==> src/rtl/sce_counter_pkg.sv <==
// Shared types and the half-word thermometer decode used by the count expander.
package sce_counter_pkg;

    localparam int N_BITS_DEF = 32;
    localparam int CNT_W_DEF  = 6;
    localparam int HALF_W     = 16;

    typedef logic [CNT_W_DEF-1:0] cnt_t;

    // Bit j is set when the count reaches past position base+j.
    function automatic logic [HALF_W-1:0] therm_of(cnt_t c, int base);
        logic [HALF_W-1:0] r;
        r = '0;
        for (int unsigned j = 0; j < HALF_W; j++) begin
            r[j] = (int'(c) > (base + int'(j)));
        end
        return r;
    endfunction

endpackage

==> src/rtl/count_to_thermometer_expander_half_decode.sv <==
// Combinational decode of one 16-bit slice of the thermometer word, offset by BASE.
module therm_half_decode
    import sce_counter_pkg::*;
#(
    parameter int CNT_W = CNT_W_DEF,
    parameter int BASE  = 0
) (
    input  logic [CNT_W-1:0]  cnt_i,
    output logic [HALF_W-1:0] half_o
);

    always_comb begin
        half_o = therm_of(cnt_t'(cnt_i), BASE);
    end

endmodule

==> src/rtl/count_to_thermometer_expander.sv <==
// Three-stage count-to-thermometer expander with a global-stall valid/ready pipeline.
module count_to_thermometer_expander
    import sce_counter_pkg::*;
#(
    parameter int N_BITS = N_BITS_DEF,
    parameter int CNT_W  = CNT_W_DEF,
    parameter int STAGES = 3
) (
    input  logic              clk,
    input  logic              rst,
    input  logic              in_valid,
    output logic              in_ready,
    input  logic [CNT_W-1:0]  in_count,
    output logic              out_valid,
    input  logic              out_ready,
    output logic [N_BITS-1:0] out_therm,
    output logic              out_ovf
);

    if (STAGES != 3 || CNT_W != $clog2(N_BITS + 1) || N_BITS != 2 * HALF_W) begin : g_param_check
        $error("count_to_thermometer_expander: unsupported parameter combination");
    end

    logic              adv;
    logic              v1_d, ovf1_d;
    logic [CNT_W-1:0]  cnt1_d;
    logic [HALF_W-1:0] lo_d, hi_d;

    logic              v1_q, ovf1_q;
    logic [CNT_W-1:0]  cnt1_q;
    logic              v2_q, ovf2_q;
    logic [HALF_W-1:0] lo2_q, hi2_q;
    logic              v3_q, ovf3_q;
    logic [N_BITS-1:0] therm3_q;

    // Whole pipeline moves as one unit whenever the output slot is free or draining.
    always_comb begin
        adv      = ~v3_q | out_ready;
        in_ready = adv & ~rst;
    end

    always_comb begin
        ovf1_d = (int'(in_count) > N_BITS);
        cnt1_d = ovf1_d ? CNT_W'(N_BITS) : in_count;
        v1_d   = in_valid & in_ready;
    end

    therm_half_decode #(.CNT_W(CNT_W), .BASE(0)) u_lo (
        .cnt_i  (cnt1_q),
        .half_o (lo_d)
    );

    therm_half_decode #(.CNT_W(CNT_W), .BASE(HALF_W)) u_hi (
        .cnt_i  (cnt1_q),
        .half_o (hi_d)
    );

    always_ff @(posedge clk) begin
        if (rst) begin
            v1_q     <= 1'b0;
            v2_q     <= 1'b0;
            v3_q     <= 1'b0;
            therm3_q <= '0;
            ovf3_q   <= 1'b0;
        end else if (adv) begin
            v1_q     <= v1_d;
            cnt1_q   <= cnt1_d;
            ovf1_q   <= ovf1_d;
            v2_q     <= v1_q;
            lo2_q    <= lo_d;
            hi2_q    <= hi_d;
            ovf2_q   <= ovf1_q;
            v3_q     <= v2_q;
            therm3_q <= {hi2_q, lo2_q};
            ovf3_q   <= ovf2_q;
        end
    end

    always_comb begin
        out_valid = v3_q;
        out_therm = therm3_q;
        out_ovf   = ovf3_q;
    end

endmodule

==> config.mk <==
export PLATFORM = sky130hd
export DESIGN_NAME = count_to_thermometer_expander
export DESIGN_NICKNAME = d
export VERILOG_FILES = /design/src/rtl/sce_counter_pkg.sv /design/src/rtl/count_to_thermometer_expander_half_decode.sv /design/src/rtl/count_to_thermometer_expander.sv
export SDC_FILE = /design/constraint.sdc
export NUM_CORES = 1
export LEC_CHECK = 0
export ABC_AREA = 1
export CELL_PAD_IN_SITES_DETAIL_PLACEMENT = 2
export CELL_PAD_IN_SITES_GLOBAL_PLACEMENT = 2
export CORE_ASPECT_RATIO = 0.9
export CORE_MARGIN = 4
export CORE_UTILIZATION = 34
export CTS_CLUSTER_DIAMETER = 30
export DETAILED_ROUTE_END_ITERATION = 10
export HOLD_SLACK_MARGIN = 0.12
export PLACE_DENSITY_LB_ADDON = 0.1
export SETUP_SLACK_MARGIN = 0.3
export SLEW_MARGIN = 30
export SYNTH_ARGS = -nofsm -noshare
export SYNTH_HDL_FRONTEND = slang
export SYNTH_SLANG_ARGS = --single-unit
==> constraint.sdc <==
create_clock -name clk -period 3.2 [get_ports clk]
set_input_delay 0.32 -clock clk [delete_from_list [all_inputs] [get_ports clk]]
set_output_delay 0.32 -clock clk [all_outputs]
set_load 0.005 [all_outputs]
Word level (Yosys, flattened, before mapping)
Cells that the tools add are included.
{ "op_classes": {"order_cmp": 33, "n_bitwise": 5, "n_reduce_logical": 1} }
{ "op_table": {"columns": ["operator", "count"], "rows": [
  ["$gt 6x5->1 const B", 16],
  ["$gt 6x4->1 const B", 8],
  ["$gt 6x3->1 const B", 4],
  ["$gt 6x1->1 const B", 2],
  ["$gt 6x2->1 const B", 2],
  ["$gt 6x6->1 const B", 1],
  ["$and 1x1->1", 2],
  ["$not 1->1", 2],
  ["$reduce_and 2->1", 1],
  ["$or 1x1->1", 1]
]} }
{ "word_totals": {"input_bits": 10, "register_bits": 76, "word_cells": 49, "out_inout_bits": 35} }

Depth between registers and ports, before layout
Gate-level depths: netlist (run 1).
{ "depth": {"word_depth": 4, "ltp_mapped": 6} }

Hierarchy
From an unflattened synthesis (run 1), not the netlist that was laid out.
{ "hier_totals": {"cells_unflattened": 298, "area_unflattened_um2": 2922.8} }
{ "modules_own_cells": {"columns": ["mod", "instances", "area_each_um2", "cells_each", "seq_area_each_um2"], "rows": [
  ["count_to_thermometer_expander", 1, 2531.2, 213, 1921.8],
  ["therm_half_decode (u_hi)", 1, 231.5, 48, 0.0],
  ["therm_half_decode (u_lo)", 1, 160.2, 37, 0.0]
]} }

Worst setup path after synthesis (run 1)
Ideal clock, no wire load.
{ "synth_timing": {"path_kind": "reg2reg", "startpoint": "register v3_q (netlist: out_valid)", "endpoint": "register cnt1_q[0], enable pin", "t_arrival_ns": 2.494, "slack_ns": 0.265, "required_ns": 2.759, "setup_ns": 0.441, "stages_incl_launch_ff": 6, "cell_sequence": "dfxtp_1 -> buf_4 -> nand2_4 -> inv_8 -> buf_6 -> nor2_1"} }
{ "synth_between": {"elab_chain_len": 3} }
{ "synth_lines": {"columns": ["item", "line_no", "text"], "rows": [
  ["start: declaration", "count_to_thermometer_expander.sv:33", "logic v3_q, ovf3_q;"],
  ["start signal: assignment", "count_to_thermometer_expander.sv:73", "v3_q <= v2_q;"],
  ["$not 1->1", "count_to_thermometer_expander.sv:38", "adv = ~v3_q | out_ready;"],
  ["$or 1x1->1", "count_to_thermometer_expander.sv:38", null],
  ["$reduce_and 2->1 (no line)", null, null],
  ["end signal: assignment", "count_to_thermometer_expander.sv:67", "cnt1_q <= cnt1_d;"],
  ["end: declaration", "count_to_thermometer_expander.sv:30", "logic [CNT_W-1:0] cnt1_q;"]
]} }
No other way between the ends.
A chain may end at the register's enable or synchronous reset.

Final worst setup path (run 1)
{ "layout_timing": {"startpoint": "input port out_ready", "endpoint": "output port in_ready"} }
{ "layout_between": {"elab_chain_len": 2} }
{ "layout_lines": {"columns": ["item", "line_no", "text"], "rows": [
  ["start: declaration", "count_to_thermometer_expander.sv:15", "input logic out_ready,"],
  ["$or 1x1->1", "count_to_thermometer_expander.sv:38", null],
  ["$and 1x1->1", "count_to_thermometer_expander.sv:39", "in_ready = adv & ~rst;"],
  ["end: declaration", "count_to_thermometer_expander.sv:12", "output logic in_ready,"]
]} }
No other way between the ends.

==> flow_summary.json, run 1 <==
{
  "outcome": "completed",
  "cp_data_required_time_ns": 2.88,
  "layout_min_cycle_time_ns": 2.074,
  "report.final.slew_viol_count": 0,
  "gr-total-overflow": 0,
  "grt_use_total_pct": 15.32,
  "ir_drop_mv": 0.2317,
  "cts-hold-fix-buffers": 0,
  "num_rows": 32,
  "ioPinCount": 45,
  "core_area_sq_mm": 0.008768,
  "drcViolationCount": 0,
  "yosys_warnings": 0,
  "worstSetupStartpoint": "out_ready",
  "end_kind": "output port",
  "final_hold_viol_count": 0,
  "worstSetupPathType": "input port to output port",
  "yosys.area.top_type": "edfxtp_1",
  "h-tree-depth": 3,
  "dp_hpwl_um": 5250,
  "cts.sinks": 76,
  "wire_per_inst_um": 15.68,
  "setup_viol_count_final": 0,
  "arrival_ns": 1.75,
  "cpMaxStageDelayCell": "clkdlybuf4s50_1",
  "total_power_mw": 2.083,
  "place_congestion": 0.7724,
  "fillers": 943,
  "crit_fanout": 35,
  "rsz0062_at_grt": "false",
  "dr.pass1.iters": 4,
  "cts-resized-gates": 0,
  "drt_iter0_markers": 100,
  "grt_pass1_vias": 2447,
  "cts_buffer_depth": 2,
  "drive_gt1_share_pct": 12.83,
  "place.port_buffers": 44,
  "synth_seq_area_share_pct": 61.29,
  "vias_per_cell": 4.677,
  "r2r_start": "cnt1_q[5]",
  "dieArea_sq_mm": 0.01082,
  "fin_tns_setup_ns": 0,
  "cp_common_cell": "clkdlybuf4s50_1",
  "holdWs_ns": 0.4233,
  "grt_max_degree": 41,
  "p_per_area_mw_per_mm2": 541.5,
  "clk_pin_slew_ns": 0.08,
  "wl_um": 7729,
  "cp_cell_sequence": "clkdlybuf4s50_1 > inv_2 > nand2_4 > inv_8 > nor2_4 > clkdlybuf4s50_1",
  "synth_top_area_share_pct": 38.31,
  "setup.worst_path.start_class": "input port",
  "vias": 2306,
  "nets": 379,
  "die_y_um": 99.11,
  "synth.area.top_cells": "edfxtp_1, dfxtp_1, nor2_1",
  "finalCritPeriodShare_pct": 64.80,
  "cts_setup_buffers": 0,
  "worst_pin_slew_ns": 0.5100,
  "min_from": "ovf1_q",
  "syn_to_final_growth_pct": 22.71,
  "relSlewSlack_pct": 66.00,
  "die_w_um": 109.2,
  "hold_path.class": "register to register",
  "insertion_delay_ns": 0.35,
  "grt_antenna_before_repair": 0,
  "max_freq_ghz": 0.4822,
  "synth.avg_cell_area_sq_um": 9.648,
  "slowest_delay_ns": 0.53,
  "cap_violations": 0,
  "cts_buffers": 9,
  "grt_pass1_wl_um": 12750,
  "ys_types": 22,
  "netlist_area_sq_mm": 0.003136,
  "cts_tree": "built",
  "antenna_cells": 0,
  "start_util_pct": 35.76,
  "ys_seq_elements": 76,
  "root_buffer": "clkbuf_8",
  "drtAntennaViolNets": 0,
  "synth_nets": 335,
  "leakage_nw": 1.512,
  "skew_ns": 0.008856,
  "postSynthCellCount": 325
}
==> logic make-up after synthesis <==
kind of cell | count (synthesis) | synth area share [%]
AOI/OAI and AO/OA | 11 | 1.915
buffers and inverters | 41 | 6.864
DFF | 76 | 61.29
and+or+nand+nor | 197 | 29.93
==> cells in the mapped netlist <==
cell       n
o21ai_0    7
nand3_1   10
clkinv_1   1
a21oi_1    2
dfxtp_1   36
edfxtp_1  40
nor2_2    21
nand3b_1  33
inv_2      2
nand2_1   62
buf_6      3
o211ai_1   1
o21a_1     1
nand2_4    1
nand2_2    1
buf_12     1
inv_8      1
nor2_1    69
buf_2      9
clkbuf_1   2
inv_1     21
buf_4      1
==> layout make-up <==
type,instances,area [sq um],share of cell area (%)
sequential,76,1922,49.95
multi-input combinational,208,1006,26.15
timing repair buffer,49,478.0,12.42
tap,119,148.9,3.870
clock buffer,9,123.9,3.220
inverter,25,101.3,2.634
clock inverter,7,67.56,1.756
==> critical path, delay by kind of cell <==
family,cells,cell delay [ns]
simple gates,2,0.26
buf+inv,4,1.16
==> metal layers <==
layer | vias up | wire length [um] | track usage [%] | part of all wire [%]
met5 | - | 0 | 0 | 0
met4 | 0 | 93 | 4.027 | 1.2
met3 | 9 | 289 | 4.478 | 3.7
met2 | 38 | 3760 | 25.26 | 49
met1 | 1134 | 3587 | 19.70 | 46
li1 | 1125 | - | - | -
==> final timing paths <==
kind,end,slack [ns],cells after the start
max,in_ready,1.13,6
min reg2reg,ovf2_q,0.42,0
max reg2reg,lo2_q[2],1.48,4
min,ovf2_q,0.42,0
==> sequential cells by signal, summed over array words and instances, names as in the netlist <==
signal	cells
out_therm	32
hi2_q	16
lo2_q	16
cnt1_q	6
out_ovf	1
out_valid	1
ovf1_q	1
ovf2_q	1
v1_q	1
v2_q	1
==> power breakdown <==
part	switching [mW]	total (mW)	internal, mW
logic	0.128	0.240	0.112
registers	0.0305	1.13	1.10
clock network	0.360	0.716	0.356
total	0.519	2.08	1.56
==> layout by cell type, fill, tap and decap left out <==
cell type / count
clkinv_1: 1
inv_8: 1
o21ai_0: 7
dfxtp_1: 36
o21a_1: 1
nor2_4: 1
nand2_2: 1
nor2_1: 68
a21oi_1: 2
inv_2: 2
clkinvlp_4: 3
nand2_1: 62
edfxtp_1: 40
inv_1: 21
clkbuf_8: 9
buf_4: 5
nor2_2: 21
o211ai_1: 1
bufinv_16: 1
clkdlybuf4s50_1: 44
clkinv_2: 3
nand3_1: 10
nand3b_1: 33
nand2_4: 1
==> stage by stage <==
stage / utilization, % / instance area (sq um) / instances / worst slack (ns)
2_1_floorplan: - / 3138 / 325 / 0.9792
3_3_place_gp: 41.70 / 3656 / 477 / 1.117
3_5_place_dp: 41.70 / 3656 / 477 / 1.100
4_1_cts: 43.88 / 3847 / 493 / 1.101
5_1_grt: 43.88 / 3847 / 493 / 1.029
6_report: 43.88 / 3847 / 493 / 1.126
No activity file was read; power rests on OpenSTA's default activity.
==> run 2, diff against run 1 <==
Settings changed: CORE_UTILIZATION 34 to 30.
Clock period 3.2 ns to 1.8 ns, I/O delays scaled along.
==> flow_summary.json, run 2 (synthesized netlist as in run 1, its figures left out) <==
{
  "outcome": "completed",
  "clk_pin_slew_ns": 0.06,
  "relSlewSlack_pct": 65.61,
  "drt_iter0_markers": 118,
  "cts_buffers": 9,
  "crit_fanout": 40,
  "skew_ns": 0.005525,
  "die_w_um": 115.8,
  "dp_hpwl_um": 5324,
  "arrival_ns": 1.45,
  "wl_um": 8030,
  "finalCritPeriodShare_pct": 81.96,
  "final-seq-area_sq_mm": 0.001926,
  "grt_pass1_vias": 2613,
  "num_rows": 35,
  "root_buffer": "clkbuf_16",
  "worst_pin_slew_ns": 0.5158,
  "h-tree-depth": 3,
  "vias_per_cell": 4.628,
  "cp_data_required_time_ns": 1.77,
  "gr-total-overflow": 0,
  "p_per_area_mw_per_mm2": 1116,
  "fillers": 1106,
  "layout_commonest_cell": "nor2_1",
  "ir_drop_mv": 0.6929,
  "grt_antenna_before_repair": 0,
  "holdWs_ns": 0.4399,
  "worstSetupPathType": "input port to register",
  "wire_per_inst_um": 15.81,
  "fin_cells": 508,
  "largest_register_ffs": 32,
  "drive_gt1_share_pct": 14.51,
  "cts_buffer_depth": 2,
  "vias": 2351,
  "grt_max_degree": 41,
  "die_y_um": 105.0,
  "setup_viol_count_final": 0,
  "cts.sinks": 76,
  "syn_to_final_growth_pct": 29.77,
  "dr.pass1.iters": 6,
  "place.port_buffers": 44,
  "drtAntennaViolNets": 0,
  "ioPinCount": 45,
  "final_cell_mix": "nor2_1, nand2_1, clkdlybuf4s50_1",
  "setup.worst_path.start_class": "input port",
  "antenna_cells": 0,
  "end_kind": "register",
  "final_hold_viol_count": 0,
  "dp_cells": 490,
  "hold_path.class": "register to register",
  "drcViolationCount": 0,
  "grt_pass1_wl_um": 13450,
  "grt_use_total_pct": 14.29,
  "nets": 384,
  "leakage_nw": 1.606,
  "multi_input_comb_area_sq_mm": 0.001017,
  "cts_tree": "built",
  "rsz0062_at_grt": "true",
  "start_util_pct": 30.73,
  "place_congestion": 0.7377,
  "max_freq_ghz": 0.6778,
  "cap_violations": 0,
  "report.final.slew_viol_count": 0,
  "dieArea_sq_mm": 0.01215,
  "insertion_delay_ns": 0.33,
  "layout_min_cycle_time_ns": 1.475,
  "core_area_sq_mm": 0.01020
}
==> run 2: cell types whose count changed in the layout (fill, tap and decap cells not counted), moves of 2 or more <==
cell       before  now
inv_6           0    2
clkbuf_8        9    0
clkbuf_16       0    9
bufinv_16       1    3
clkinv_2        3    0
buf_4           5   10
==> run 2: path summary, 6_finish.rpt <==
| kind | startpoint | end | slack, ns | cells past startpoint |
|---|---|---|---|---|
| hold reg to reg | ovf1_q | ovf2_q | 0.44 | 0 |
| setup / recovery | out_ready | cnt1_q[5] | 0.32 | 6 |
| setup reg to reg | out_valid | cnt1_q[5] | 0.37 | 4 |
| hold / removal | ovf1_q | ovf2_q | 0.44 | 0 |
==> run 2: per-layer routing <==
metal	track usage (%)	vias to the layer above	part of all wire, %
met5	0	-	0
met4	4.225	0	1.5
met3	3.937	9	4.3
met2	23.95	45	48
met1	17.82	1154	46
li1	-	1143	-
==> run 2: per-stage QoR <==
| stage | setup WS (ns) | area [sq um] | utilization (%) | setup TNS (ns) | total power, mW |
|---|---|---|---|---|---|
| finish | 0.3247 | 4069 | 39.88 | 0 | 4.541 |
| global route | 0.2956 | 4069 | 39.88 | 0 | 4.747 |
| CTS | 0.2762 | 4065 | 39.84 | 0 | 4.626 |
| detailed placement | -0.02772 | 3701 | 36.27 | -1.060 | 2.490 |
| global placement | 0.02935 | 3701 | 36.27 | 0 | 2.474 |
| floorplan | 0.07773 | 3157 | - | 0 | 2.266 |
==> run 2: critical path, cell delays in order <==
cell,delay [ns]
clkdlybuf4s50_1,0.48
inv_2,0.07
nand2_8,0.09
inv_8,0.03
nor2_4,0.11
buf_4,0.46
==> run 2: area by class of cell <==
| cell class | count | share of cell area (%) |
|---|---|---|
| Tap cell | 129 | 3.967 |
| Inverter | 25 | 2.491 |
| Clock buffer | 9 | 5.535 |
| Timing Repair Buffer | 54 | 12.67 |
| Sequential cell | 76 | 47.32 |
| Multi-Input combinational cell | 208 | 25.00 |
| Clock inverter | 7 | 3.014 |
==> run 2: report_power, final <==
part	internal [mW]	leakage [nW]	switching (mW)
Combinational	0.205	0.772	0.233
Clock	1.36	0.163	0.730
Sequential	1.95	0.671	0.0558
==> run 2: repair_timing <==
action | in CTS | in global routing
gates resized for setup | 2 | 2
hold buffers | 0 | 0
endpoints found under the hold margin | 0 | 0
setup endpoints to repair | 42 | 13
setup buffers | 2 | 0
